--- src/rtl/uart_pkg.sv ---
// Shared definitions for the parametrised UART transceiver: parity modes,
// the common TX/RX state encoding and the parity helper.
package uart_pkg;

    localparam int PARITY_NONE = 0;
    localparam int PARITY_EVEN = 1;
    localparam int PARITY_ODD  = 2;

    typedef enum logic [2:0] {
        ST_IDLE   = 3'd0,
        ST_START  = 3'd1,
        ST_DATA   = 3'd2,
        ST_PARITY = 3'd3,
        ST_STOP   = 3'd4
    } state_t;

    // Callers zero-extend narrower payloads; extra zeros do not change the XOR.
    function automatic logic parity_bit(input logic [31:0] data, input int mode);
        return (mode == PARITY_ODD) ? ~(^data) : ^data;
    endfunction

endpackage

--- src/rtl/uart_xcvr_param_if.sv ---
// Host-side and serial-side signals of the transceiver, plus FSM state
// exposed for observation.
interface uart_xcvr_param_if #(
    parameter int DATA_BITS = 8
);
    import uart_pkg::*;

    // TX handshake: a word transfers on a clock edge where tx_data_valid and
    // tx_ready are both high; tx_byte must be stable in that cycle only.
    logic                 tx_data_valid;
    logic [DATA_BITS-1:0] tx_byte;
    logic                 tx_ready;
    logic                 tx_active;
    logic                 tx_serial;
    logic                 tx_done;
    logic                 rx_serial;
    logic                 rx_data_valid;
    logic [DATA_BITS-1:0] rx_byte;
    logic                 rx_parity_err;
    logic                 rx_frame_err;
    state_t               tx_state;
    state_t               rx_state;

    modport master (
        output tx_data_valid, tx_byte, rx_serial,
        input  tx_ready, tx_active, tx_serial, tx_done,
        input  rx_data_valid, rx_byte, rx_parity_err, rx_frame_err,
        input  tx_state, rx_state
    );

    modport slave (
        input  tx_data_valid, tx_byte, rx_serial,
        output tx_ready, tx_active, tx_serial, tx_done,
        output rx_data_valid, rx_byte, rx_parity_err, rx_frame_err,
        output tx_state, rx_state
    );

endinterface

--- src/rtl/uart_rx_frame.sv ---
// UART receiver: two-flop synchroniser, mid-bit sampling FSM and per-frame
// parity/framing error flags.
module uart_rx_frame
    import uart_pkg::*;
#(
    parameter int CLKS_PER_BIT = 86,
    parameter int DATA_BITS    = 8,
    parameter int PARITY_MODE  = 0
) (
    input  logic                 iclk,
    input  logic                 irst,
    input  logic                 serial,
    output logic                 data_valid,
    output logic [DATA_BITS-1:0] data,
    output logic                 parity_err,
    output logic                 frame_err,
    output state_t               state
);
    localparam int CW = $clog2(CLKS_PER_BIT);
    localparam int IW = $clog2(DATA_BITS + 1);
    localparam logic [CW-1:0] LAST = CW'(CLKS_PER_BIT - 1);
    localparam logic [CW-1:0] HALF = CW'(CLKS_PER_BIT / 2);

    logic                 sync1, sync2;
    state_t               state_n;
    logic [CW-1:0]        cnt, cnt_n;
    logic [IW-1:0]        idx, idx_n;
    logic [DATA_BITS-1:0] shreg, shreg_n, data_n;
    logic                 par, par_n;
    logic                 valid_n, perr_n, ferr_n;

    always_ff @(posedge iclk) begin
        if (irst) begin
            sync1      <= 1'b1;
            sync2      <= 1'b1;
            state      <= ST_IDLE;
            cnt        <= '0;
            idx        <= '0;
            shreg      <= '0;
            par        <= 1'b0;
            data_valid <= 1'b0;
            data       <= '0;
            parity_err <= 1'b0;
            frame_err  <= 1'b0;
        end else begin
            sync1      <= serial;
            sync2      <= sync1;
            state      <= state_n;
            cnt        <= cnt_n;
            idx        <= idx_n;
            shreg      <= shreg_n;
            par        <= par_n;
            data_valid <= valid_n;
            data       <= data_n;
            parity_err <= perr_n;
            frame_err  <= ferr_n;
        end
    end

    always_comb begin
        state_n = state;
        cnt_n   = cnt;
        idx_n   = idx;
        shreg_n = shreg;
        par_n   = par;
        valid_n = 1'b0;
        data_n  = data;
        perr_n  = parity_err;
        ferr_n  = frame_err;
        case (state)
            ST_IDLE: begin
                if (!sync2) begin
                    state_n = ST_START;
                    cnt_n   = '0;
                end
            end
            ST_START: begin
                // A line that is high again at mid-start-bit was a glitch.
                if (cnt == HALF) begin
                    cnt_n   = '0;
                    idx_n   = '0;
                    state_n = sync2 ? ST_IDLE : ST_DATA;
                end else begin
                    cnt_n = cnt + CW'(1);
                end
            end
            ST_DATA: begin
                if (cnt == LAST) begin
                    cnt_n   = '0;
                    shreg_n = {sync2, shreg[DATA_BITS-1:1]};
                    if (idx == IW'(DATA_BITS - 1)) begin
                        idx_n   = '0;
                        state_n = (PARITY_MODE != PARITY_NONE) ? ST_PARITY : ST_STOP;
                    end else begin
                        idx_n = idx + IW'(1);
                    end
                end else begin
                    cnt_n = cnt + CW'(1);
                end
            end
            ST_PARITY: begin
                if (cnt == LAST) begin
                    cnt_n   = '0;
                    par_n   = sync2;
                    state_n = ST_STOP;
                end else begin
                    cnt_n = cnt + CW'(1);
                end
            end
            ST_STOP: begin
                // Leave for IDLE at the stop sample so the next start edge is not missed.
                if (cnt == LAST) begin
                    cnt_n   = '0;
                    state_n = ST_IDLE;
                    valid_n = 1'b1;
                    data_n  = shreg;
                    perr_n  = (PARITY_MODE != PARITY_NONE) &&
                              (parity_bit(32'(shreg), PARITY_MODE) != par);
                    ferr_n  = !sync2;
                end else begin
                    cnt_n = cnt + CW'(1);
                end
            end
            default: state_n = ST_IDLE;
        endcase
    end

endmodule

--- src/rtl/uart_xcvr_param.sv ---
// Full-duplex UART transceiver: TX framing FSM here, receiver in uart_rx_frame.
// Data width, parity mode and stop-bit count are parameters.
module uart_xcvr_param
    import uart_pkg::*;
#(
    parameter int CLKS_PER_BIT = 86,
    parameter int DATA_BITS    = 8,
    parameter int PARITY_MODE  = 0,
    parameter int STOP_BITS    = 1
) (
    input  logic           iclk,
    input  logic           irst,
    uart_xcvr_param_if.slave bus
);
    localparam int CW = $clog2(CLKS_PER_BIT);
    localparam int IW = $clog2(DATA_BITS + 1);
    localparam logic [CW-1:0] LAST = CW'(CLKS_PER_BIT - 1);

    if (CLKS_PER_BIT < 4 || DATA_BITS < 5 || DATA_BITS > 32 ||
        PARITY_MODE < 0 || PARITY_MODE > 2 || STOP_BITS < 1 || STOP_BITS > 2) begin : g_bad_params
        $error("uart_xcvr_param: illegal parameter combination");
    end

    state_t               state, state_n;
    logic [CW-1:0]        cnt, cnt_n;
    logic [IW-1:0]        idx, idx_n;
    logic [DATA_BITS-1:0] shreg, shreg_n;
    logic                 par, par_n;
    logic                 done, done_n;
    logic                 bit_end;
    logic                 serial;

    assign bit_end = (cnt == LAST);

    always_ff @(posedge iclk) begin
        if (irst) begin
            state <= ST_IDLE;
            cnt   <= '0;
            idx   <= '0;
            shreg <= '0;
            par   <= 1'b0;
            done  <= 1'b0;
        end else begin
            state <= state_n;
            cnt   <= cnt_n;
            idx   <= idx_n;
            shreg <= shreg_n;
            par   <= par_n;
            done  <= done_n;
        end
    end

    always_comb begin
        state_n = state;
        cnt_n   = cnt;
        idx_n   = idx;
        shreg_n = shreg;
        par_n   = par;
        done_n  = 1'b0;
        case (state)
            ST_IDLE: begin
                if (bus.tx_data_valid) begin
                    state_n = ST_START;
                    cnt_n   = '0;
                    idx_n   = '0;
                    shreg_n = bus.tx_byte;
                    par_n   = parity_bit(32'(bus.tx_byte), PARITY_MODE);
                end
            end
            ST_START: begin
                if (bit_end) begin
                    cnt_n   = '0;
                    state_n = ST_DATA;
                end else begin
                    cnt_n = cnt + CW'(1);
                end
            end
            ST_DATA: begin
                if (bit_end) begin
                    cnt_n   = '0;
                    shreg_n = shreg >> 1;
                    if (idx == IW'(DATA_BITS - 1)) begin
                        idx_n   = '0;
                        state_n = (PARITY_MODE != PARITY_NONE) ? ST_PARITY : ST_STOP;
                    end else begin
                        idx_n = idx + IW'(1);
                    end
                end else begin
                    cnt_n = cnt + CW'(1);
                end
            end
            ST_PARITY: begin
                if (bit_end) begin
                    cnt_n   = '0;
                    idx_n   = '0;
                    state_n = ST_STOP;
                end else begin
                    cnt_n = cnt + CW'(1);
                end
            end
            ST_STOP: begin
                // idx counts stop bits here; the frame ends after the last one.
                if (bit_end) begin
                    cnt_n = '0;
                    if (idx == IW'(STOP_BITS - 1)) begin
                        idx_n   = '0;
                        state_n = ST_IDLE;
                        done_n  = 1'b1;
                    end else begin
                        idx_n = idx + IW'(1);
                    end
                end else begin
                    cnt_n = cnt + CW'(1);
                end
            end
            default: state_n = ST_IDLE;
        endcase
    end

    always_comb begin
        serial = 1'b1;
        case (state)
            ST_START:  serial = 1'b0;
            ST_DATA:   serial = shreg[0];
            ST_PARITY: serial = par;
            default:   serial = 1'b1;
        endcase
    end

    assign bus.tx_ready  = (state == ST_IDLE);
    assign bus.tx_active = (state != ST_IDLE);
    assign bus.tx_serial = serial;
    assign bus.tx_done   = done;
    assign bus.tx_state  = state;

    uart_rx_frame #(
        .CLKS_PER_BIT (CLKS_PER_BIT),
        .DATA_BITS    (DATA_BITS),
        .PARITY_MODE  (PARITY_MODE)
    ) u_rx (
        .iclk       (iclk),
        .irst       (irst),
        .serial     (bus.rx_serial),
        .data_valid (bus.rx_data_valid),
        .data       (bus.rx_byte),
        .parity_err (bus.rx_parity_err),
        .frame_err  (bus.rx_frame_err),
        .state      (bus.rx_state)
    );

endmodule

--- src/flat_wrapper.sv ---
// flat-port wrapper written by rule: the top's interface ports become plain ports
module uart_xcvr_param_flat import uart_pkg::*;
#(
    parameter int CLKS_PER_BIT = 86,
    parameter int DATA_BITS    = 8,
    parameter int PARITY_MODE  = 0,
    parameter int STOP_BITS    = 1
)
  (iclk, irst, bus_tx_data_valid, bus_tx_byte, bus_rx_serial, bus_tx_ready, bus_tx_active, bus_tx_serial, bus_tx_done, bus_rx_data_valid, bus_rx_byte, bus_rx_parity_err, bus_rx_frame_err, bus_tx_state, bus_rx_state);
  uart_xcvr_param_if #(.DATA_BITS(DATA_BITS)) bus_i ();
  input  logic iclk;
  input  logic irst;
  input wire logic [$bits(bus_i.tx_data_valid)-1:0] bus_tx_data_valid;
  input wire logic [$bits(bus_i.tx_byte)-1:0] bus_tx_byte;
  input wire logic [$bits(bus_i.rx_serial)-1:0] bus_rx_serial;
  output wire logic [$bits(bus_i.tx_ready)-1:0] bus_tx_ready;
  output wire logic [$bits(bus_i.tx_active)-1:0] bus_tx_active;
  output wire logic [$bits(bus_i.tx_serial)-1:0] bus_tx_serial;
  output wire logic [$bits(bus_i.tx_done)-1:0] bus_tx_done;
  output wire logic [$bits(bus_i.rx_data_valid)-1:0] bus_rx_data_valid;
  output wire logic [$bits(bus_i.rx_byte)-1:0] bus_rx_byte;
  output wire logic [$bits(bus_i.rx_parity_err)-1:0] bus_rx_parity_err;
  output wire logic [$bits(bus_i.rx_frame_err)-1:0] bus_rx_frame_err;
  output wire logic [$bits(bus_i.tx_state)-1:0] bus_tx_state;
  output wire logic [$bits(bus_i.rx_state)-1:0] bus_rx_state;
  assign bus_i.tx_data_valid = bus_tx_data_valid;
  assign bus_i.tx_byte = bus_tx_byte;
  assign bus_i.rx_serial = bus_rx_serial;
  assign bus_tx_ready = bus_i.tx_ready;
  assign bus_tx_active = bus_i.tx_active;
  assign bus_tx_serial = bus_i.tx_serial;
  assign bus_tx_done = bus_i.tx_done;
  assign bus_rx_data_valid = bus_i.rx_data_valid;
  assign bus_rx_byte = bus_i.rx_byte;
  assign bus_rx_parity_err = bus_i.rx_parity_err;
  assign bus_rx_frame_err = bus_i.rx_frame_err;
  assign bus_tx_state = bus_i.tx_state;
  assign bus_rx_state = bus_i.rx_state;
  uart_xcvr_param #(.CLKS_PER_BIT(CLKS_PER_BIT), .DATA_BITS(DATA_BITS), .PARITY_MODE(PARITY_MODE), .STOP_BITS(STOP_BITS)) u_core (.iclk(iclk), .irst(irst), .bus(bus_i));
endmodule
--- config.mk ---
export PLATFORM = sky130hd
export DESIGN_NAME = uart_xcvr_param_flat
export DESIGN_NICKNAME = d
export VERILOG_FILES = /design/src/rtl/uart_pkg.sv /design/src/rtl/uart_xcvr_param_if.sv /design/src/rtl/uart_rx_frame.sv /design/src/rtl/uart_xcvr_param.sv /design/src/flat_wrapper.sv
export SDC_FILE = /design/constraint.sdc
export NUM_CORES = 1
export LEC_CHECK = 0
export CAP_MARGIN = 0
export CORE_ASPECT_RATIO = 0.75
export CORE_MARGIN = 5
export CORE_UTILIZATION = 42
export CTS_CLUSTER_DIAMETER = 30
export DETAILED_ROUTE_END_ITERATION = 10
export GPL_ROUTABILITY_DRIVEN = 0
export PLACE_DENSITY = 0.61
export SLEW_MARGIN = 20
export SYNTH_ARGS = -nofsm -noshare
export SYNTH_HDL_FRONTEND = slang
export SYNTH_SLANG_ARGS = --single-unit
export TNS_END_PERCENT = 5
--- constraint.sdc ---
create_clock -name iclk -period 2.3 [get_ports iclk]
set_input_delay 0.23 -clock iclk [delete_from_list [all_inputs] [get_ports iclk]]
set_output_delay 0.23 -clock iclk [all_outputs]
set_load 0.01 [all_outputs]
# Word-level counts from Yosys, hierarchy flattened
# Cells that the tools add are included.
[classes] add_sub_neg=4 eq_ne=26 n_mux=40 bitwise=3 n_reduce_logical=25
[op_table] op="$mux 3" count=13
[op_table] op="$mux 4" count=9
[op_table] op="$mux 7" count=5
[op_table] op="$reduce_xor 32->1" count=1
[op_table] op="$pmux 3 s5" count=2
[op_table] op="$pmux 7 s3" count=1
[op_table] op="$mux 8" count=2
[op_table] op="$pmux 4 s4" count=1
[op_table] op="$pmux 8 s2" count=1
[op_table] op="$add 7x1->7 const B" count=2
[op_table] op="$eq 7x7->1 const B" count=2
[op_table] op="$ne 2x2->1 const B" count=7
[op_table] op="$pmux 7 s2" count=1
[op_table] op="$eq 3x2->1 const B" count=4
[op_table] op="$ne 2x1->1 const B" count=6
[op_table] op="$reduce_and 2->1" count=5
[op_table] op="$add 4x1->4 const B" count=2
[op_table] op="$eq 4x3->1 const B" count=2
[op_table] op="$pmux 4 s2" count=1
[op_table] op="$eq 7x6->1 const B" count=1
[op_table] op="$reduce_and 7->1" count=1
[op_table] op="$eq 3x1->1 const B" count=2
[op_table] op="$eq 3x3->1 const B" count=2
[op_table] op="$logic_not 3->1" count=2
[op_table] op="15 further kinds" count=23
[totals] register_bits=58 inputBits=12 out_inout_bits=21 elab_cells=113

# Depth between registers and ports, before layout
[logic_depth] word_depth=4 mapped_depth=8 depth_no_buf=7

# By module
# From an unflattened synthesis, not the netlist that was laid out.
[unflattened] cells_unflattened=327 hier_area_um2=3020.4
[modules_own_cells] mod="uart_rx_frame" instances=1 cells_each=157 area_each_um2=1551.5 seq_area_each_um2=680.7
[modules_own_cells] mod="uart_xcvr_param" instances=1 cells_each=170 area_each_um2=1468.9 seq_area_each_um2=480.5

# Least setup slack after synthesis
# No wires, ideal clock.
[synth_path] path_type="register -> register" startpoint="register u_core.u_rx.cnt[1]" endpoint="register u_core.u_rx.idx[2]" setup_time_ps=70 arrival_ps=1943 required_ps=2230 setup_slack_ps=286 stages_incl_launch_ff=7 n_path_buf=0 synth_period_minus_slack_ps=2014 cell_sequence="dfxtp_1 > ha_1 > nand4b_1 > or4_1 > a21o_1 > or4_1 > a21oi_1"
[synth_between] elab_chain_cells=3 elab_cells_between_ends=5 cone_classes="eq/ne (4); reduce/logical (1)"
[synth_lines] item="start, declared" line="uart_rx_frame.sv:26" source="logic [CW-1:0] cnt, cnt_n;"
[synth_lines] item="start signal, assigned" line="uart_rx_frame.sv:49" source="cnt <= cnt_n;"
[synth_lines] item="$eq 7x7->1 or $eq 7x6->1 (tied branches)" line="uart_rx_frame.sv:88, uart_rx_frame.sv:79"
[synth_lines] item="$ne 2x2->1 (no line)"
[synth_lines] item="$reduce_and 3->1 (no line) *"
[synth_lines] item="end signal, assigned" line="uart_rx_frame.sv:50" source="idx <= idx_n;"
[synth_lines] item="end, declared" line="uart_rx_frame.sv:27" source="logic [IW-1:0] idx, idx_n;"
# Mark *: on every way between the ends. The rest lies on a longest branch, timed or not.
# A chain may end at the register's enable or synchronous reset.

# Worst setup path after layout
# Same ends and word-level chain as after synthesis.

==> flow_metrics.env <==
export IMPL_path_delay_family="simple AND/OR/NAND/NOR gates"
export IMPL_finalWirelength_um=6060
export IMPL_rows=26
export IMPL_firstDrtPassIters=4
export IMPL_fin_crit_sh=0.920
export IMPL_yosysWarnings=0
export IMPL_clk_path_buf_depth=2
export IMPL_via_per_inst=5.28
export IMPL_initial_core_util=0.426
export IMPL_finalClockSkew_ns=0.00617
export IMPL_r2r_end="u_core.u_rx.idx[2]"
export IMPL_place_inst=449
export IMPL_post_cts_setup_buffers=0
export IMPL_dp_slack_ns=0.0917
export IMPL_async_reset_ff_frac=0
export IMPL_cp_cell_sequence="ha_2 > nand4b_1 > or4_1 > a21o_1 > or4_1 > a21oi_1"
export IMPL_fill_cells=669
export IMPL_grt_start_max_net_pins=29
export IMPL_cp_slowest_cell="or4_1"
export IMPL_num_nets_final=395
export IMPL_multi_input_area_sq_um=1600
export IMPL_cts_buffers=9
export IMPL_syn_to_final_growth_pct=22.7
export IMPL_end_kind="flip-flop"
export IMPL_diodes=0
export IMPL_drtIter0Drc=98
export IMPL_ios=33
export IMPL_cp_max_fo=7
export IMPL_synth_enable_flop_cells=0
export IMPL_post_dp_hpwl_um=4260
export IMPL_seq_area_sq_um=1160
export IMPL_final_max_slew_violation_count=0
export IMPL_yosys_area_top_type="dfxtp_1"
export IMPL_fp_dieArea_sq_um=8560
export IMPL_rsz0062_at_grt="no"
export IMPL_maxCapViolations=0
export IMPL_setup_tns_ns=0
export IMPL_critical_path_class="flip-flop to flip-flop"
export IMPL_drive_above_1_share=0.108
export IMPL_outcome="finished clean"
export IMPL_clock_sinks=58
export IMPL_final_cell_area_sq_um=3500
export IMPL_setup_ws_ns=0.185
export IMPL_crit_buf_inv=0
export IMPL_final_util=0.523
export IMPL_post_drt_wl_per_cell_um=13.0
export IMPL_clk_latency_ns=0.34
export IMPL_synth_flop_cell="dfxtp_1"
export IMPL_die_w_um=105
export IMPL_crit_arrival_ns=2.38
export IMPL_synth_most_common_cell="dfxtp_1"
export IMPL_r2r_start="u_core.u_rx.cnt[1]"
export IMPL_cts_hold_buf=0
export IMPL_crit_path_start_kind="flip-flop"
export IMPL_htreeDepth=3
export IMPL_core_sq_um=6700
export IMPL_ctsRootBufferMaster="clkbuf_8"
export IMPL_instances_no_fill=465
export IMPL_antenna_left=0
export IMPL_synth_cells=340
export IMPL_yosys_area_top_type_share=0.407
export IMPL_path_clk_slew_ns=0.07
export IMPL_netlist_top_cells_count="dfxtp_1 (58), nor2_1 (54), nand2_1 (27)"
export IMPL_cpMostUsedCell="or4_1"
export IMPL_powerDensity_nw_per_um2=652
export IMPL_grt_pass1_vias=2233
export IMPL_portBuffers=31
export IMPL_syn_avg_cell_area_sq_um=8.40
export IMPL_max_freq_mhz=473
export IMPL_grt_pass1_wl_um=10300
export IMPL_period_needed_ns=2.12
export IMPL_synth_area_leaders="dfxtp_1 (41%), mux2i_1 (7.4%), nor2_1 (7.1%), nand2_1 (3.5%), ha_1 (3.1%)"
export IMPL_min_path_cells=2
export IMPL_relSlewSlack=0.653
export IMPL_max_stage_delay_ns=0.48
export IMPL_r2r_slack_ns=0.18
export IMPL_netlist_area_sq_um=2860
export IMPL_hold_violations=0
export IMPL_synth_nets=359
export IMPL_overflow=0
export IMPL_ys_seq_elements=58
export IMPL_setup_viol=0
export IMPL_cellLeakagePower_uw=0.00124
export IMPL_cp_required_ns=2.57
export IMPL_grtUsageTotal=0.148
export IMPL_hp_start="irst"
export IMPL_ff2ff_path_depth=6
export IMPL_yosysSeqAreaShare=0.407
export IMPL_ir_drop_v=0.000402
export IMPL_hold_path_end="u_core.u_rx.idx[1]"
export IMPL_min_path_type="input port to flip-flop"
export IMPL_post_dp_cell_area_sq_um=3270
export IMPL_drc=0
export IMPL_cts_tree="built"
export IMPL_antenna_found_initial=0
export IMPL_die_y_um=81.4
export IMPL_vias=2453
export IMPL_worstMarginPinSlew_ns=0.520
export IMPL_yosysUniqueCellTypes=49
-- layout make-up --
type	count	share of cell area
Clock buffer	9	0.0354
Inverter	7	0.00750
Multi-Input combinational cell	259	0.458
Timing Repair Buffer	41	0.109
Clock inverter	7	0.0289
Tap cell	84	0.0300
Sequential cell	58	0.332
-- per-stage QoR --
step	hold slack (ns)	total power [uW]
final	0.339	2280
after detailed placement	0.396	1240
after CTS	0.323	2320
after global routing	0.363	2390
after global placement	0.396	1240
after floorplan	0.334	1180
-- cells in the final DEF, fill, tap and decap left out, types with 3 or more instances in the layout --
cell type        netlist  layout
ha_1                   7       6
nand2b_1              11      11
or4_1                  3       3
inv_1                  7       7
nand2_1               27      27
or2_2                  5       5
nand3b_1               4       4
a21oi_1               16      16
xnor2_1                8       8
clkbuf_8               0       9
a311oi_1               7       7
buf_4                  1      10
nor2b_1                4       4
a22oi_1                3       3
dfxtp_1               58      56
clkdlybuf4s50_1        0      30
xor2_1                 4       4
and3_1                 3       3
nand3_1               16      16
nor3_1                 7       7
nor2_1                54      54
mux2i_1               21      21
and2_1                 5       5
or3_1                  4       4
a211oi_1               3       3
o21ai_0               11      11
nand4b_1               6       6
-- power by group --
| group | switching, uW | internal [uW] | leakage (uW) |
|---|---|---|---|
| logic | 95.1 | 83.9 | 0.000666 |
| registers | 17.2 | 1020 | 0.000471 |
| clock network | 444 | 619 | 0.000106 |
| total | 557 | 1730 | 0.00124 |
-- timing repair --
item	4_1_cts	5_1_grt
resized for setup	0	3
endpoints found under the hold margin	0	0
setup endpoints to repair	0	1
-- state kept, by name, summed over array words and instances, names as in the netlist --
register                count
u_core.bus.tx_done          1
u_core.bus.tx_state         3
u_core.cnt                  7
u_core.idx                  4
u_core.par                  1
u_core.shreg                8
u_core.u_rx.cnt             7
u_core.u_rx.data            8
u_core.u_rx.data_valid      1
u_core.u_rx.frame_err       1
u_core.u_rx.idx             4
u_core.u_rx.shreg           8
u_core.u_rx.state           3
u_core.u_rx.sync1           1
u_core.u_rx.sync2           1
-- worst max-delay path by stage --
stage / from / cells after the start / slack [ns] / to
2_1_floorplan: u_core.u_rx.cnt[1] / 6 / 0.29 / u_core.u_rx.idx[2]
3_3_place_gp: u_core.u_rx.cnt[1] / 6 / 0.17 / u_core.u_rx.idx[2]
3_5_place_dp: u_core.u_rx.cnt[1] / 6 / 0.09 / u_core.u_rx.idx[2]
4_1_cts: u_core.u_rx.cnt[1] / 6 / 0.08 / u_core.u_rx.idx[2]
5_1_grt: u_core.u_rx.cnt[1] / 6 / 0.02 / u_core.u_rx.idx[2]
6_report: u_core.u_rx.cnt[1] / 6 / 0.18 / u_core.u_rx.idx[2]
-- worst register-to-register path, cell delays in order (launching register included) --
cell	delay, ns
dfxtp_2	0.38
ha_2	0.23
nand4b_1	0.12
or4_1	0.48
a21o_1	0.24
or4_1	0.48
a21oi_1	0.12
-- logic make-up after synthesis --
logic type | after synthesis | synth area share
muxes | 21 | 0.0736
buffers and inverters | 23 | 0.0329
and+or+nand+nor | 161 | 0.288
DFF | 58 | 0.407
other | 1 | 0.00131
AOI/OAI and AO/OA | 57 | 0.130
adders and majority gates | 7 | 0.0307
xor gates and xnor gates | 12 | 0.0368
-- routing by layer --
layer	GRT usage	vias up	routed length, um
met3	0.0492	7	269
li1	-	1265	-
met2	0.213	38	2510
met1	0.201	1143	3200
met4	0.0613	0	67
met5	0	-	0
Power figures use the tool's default switching activity.
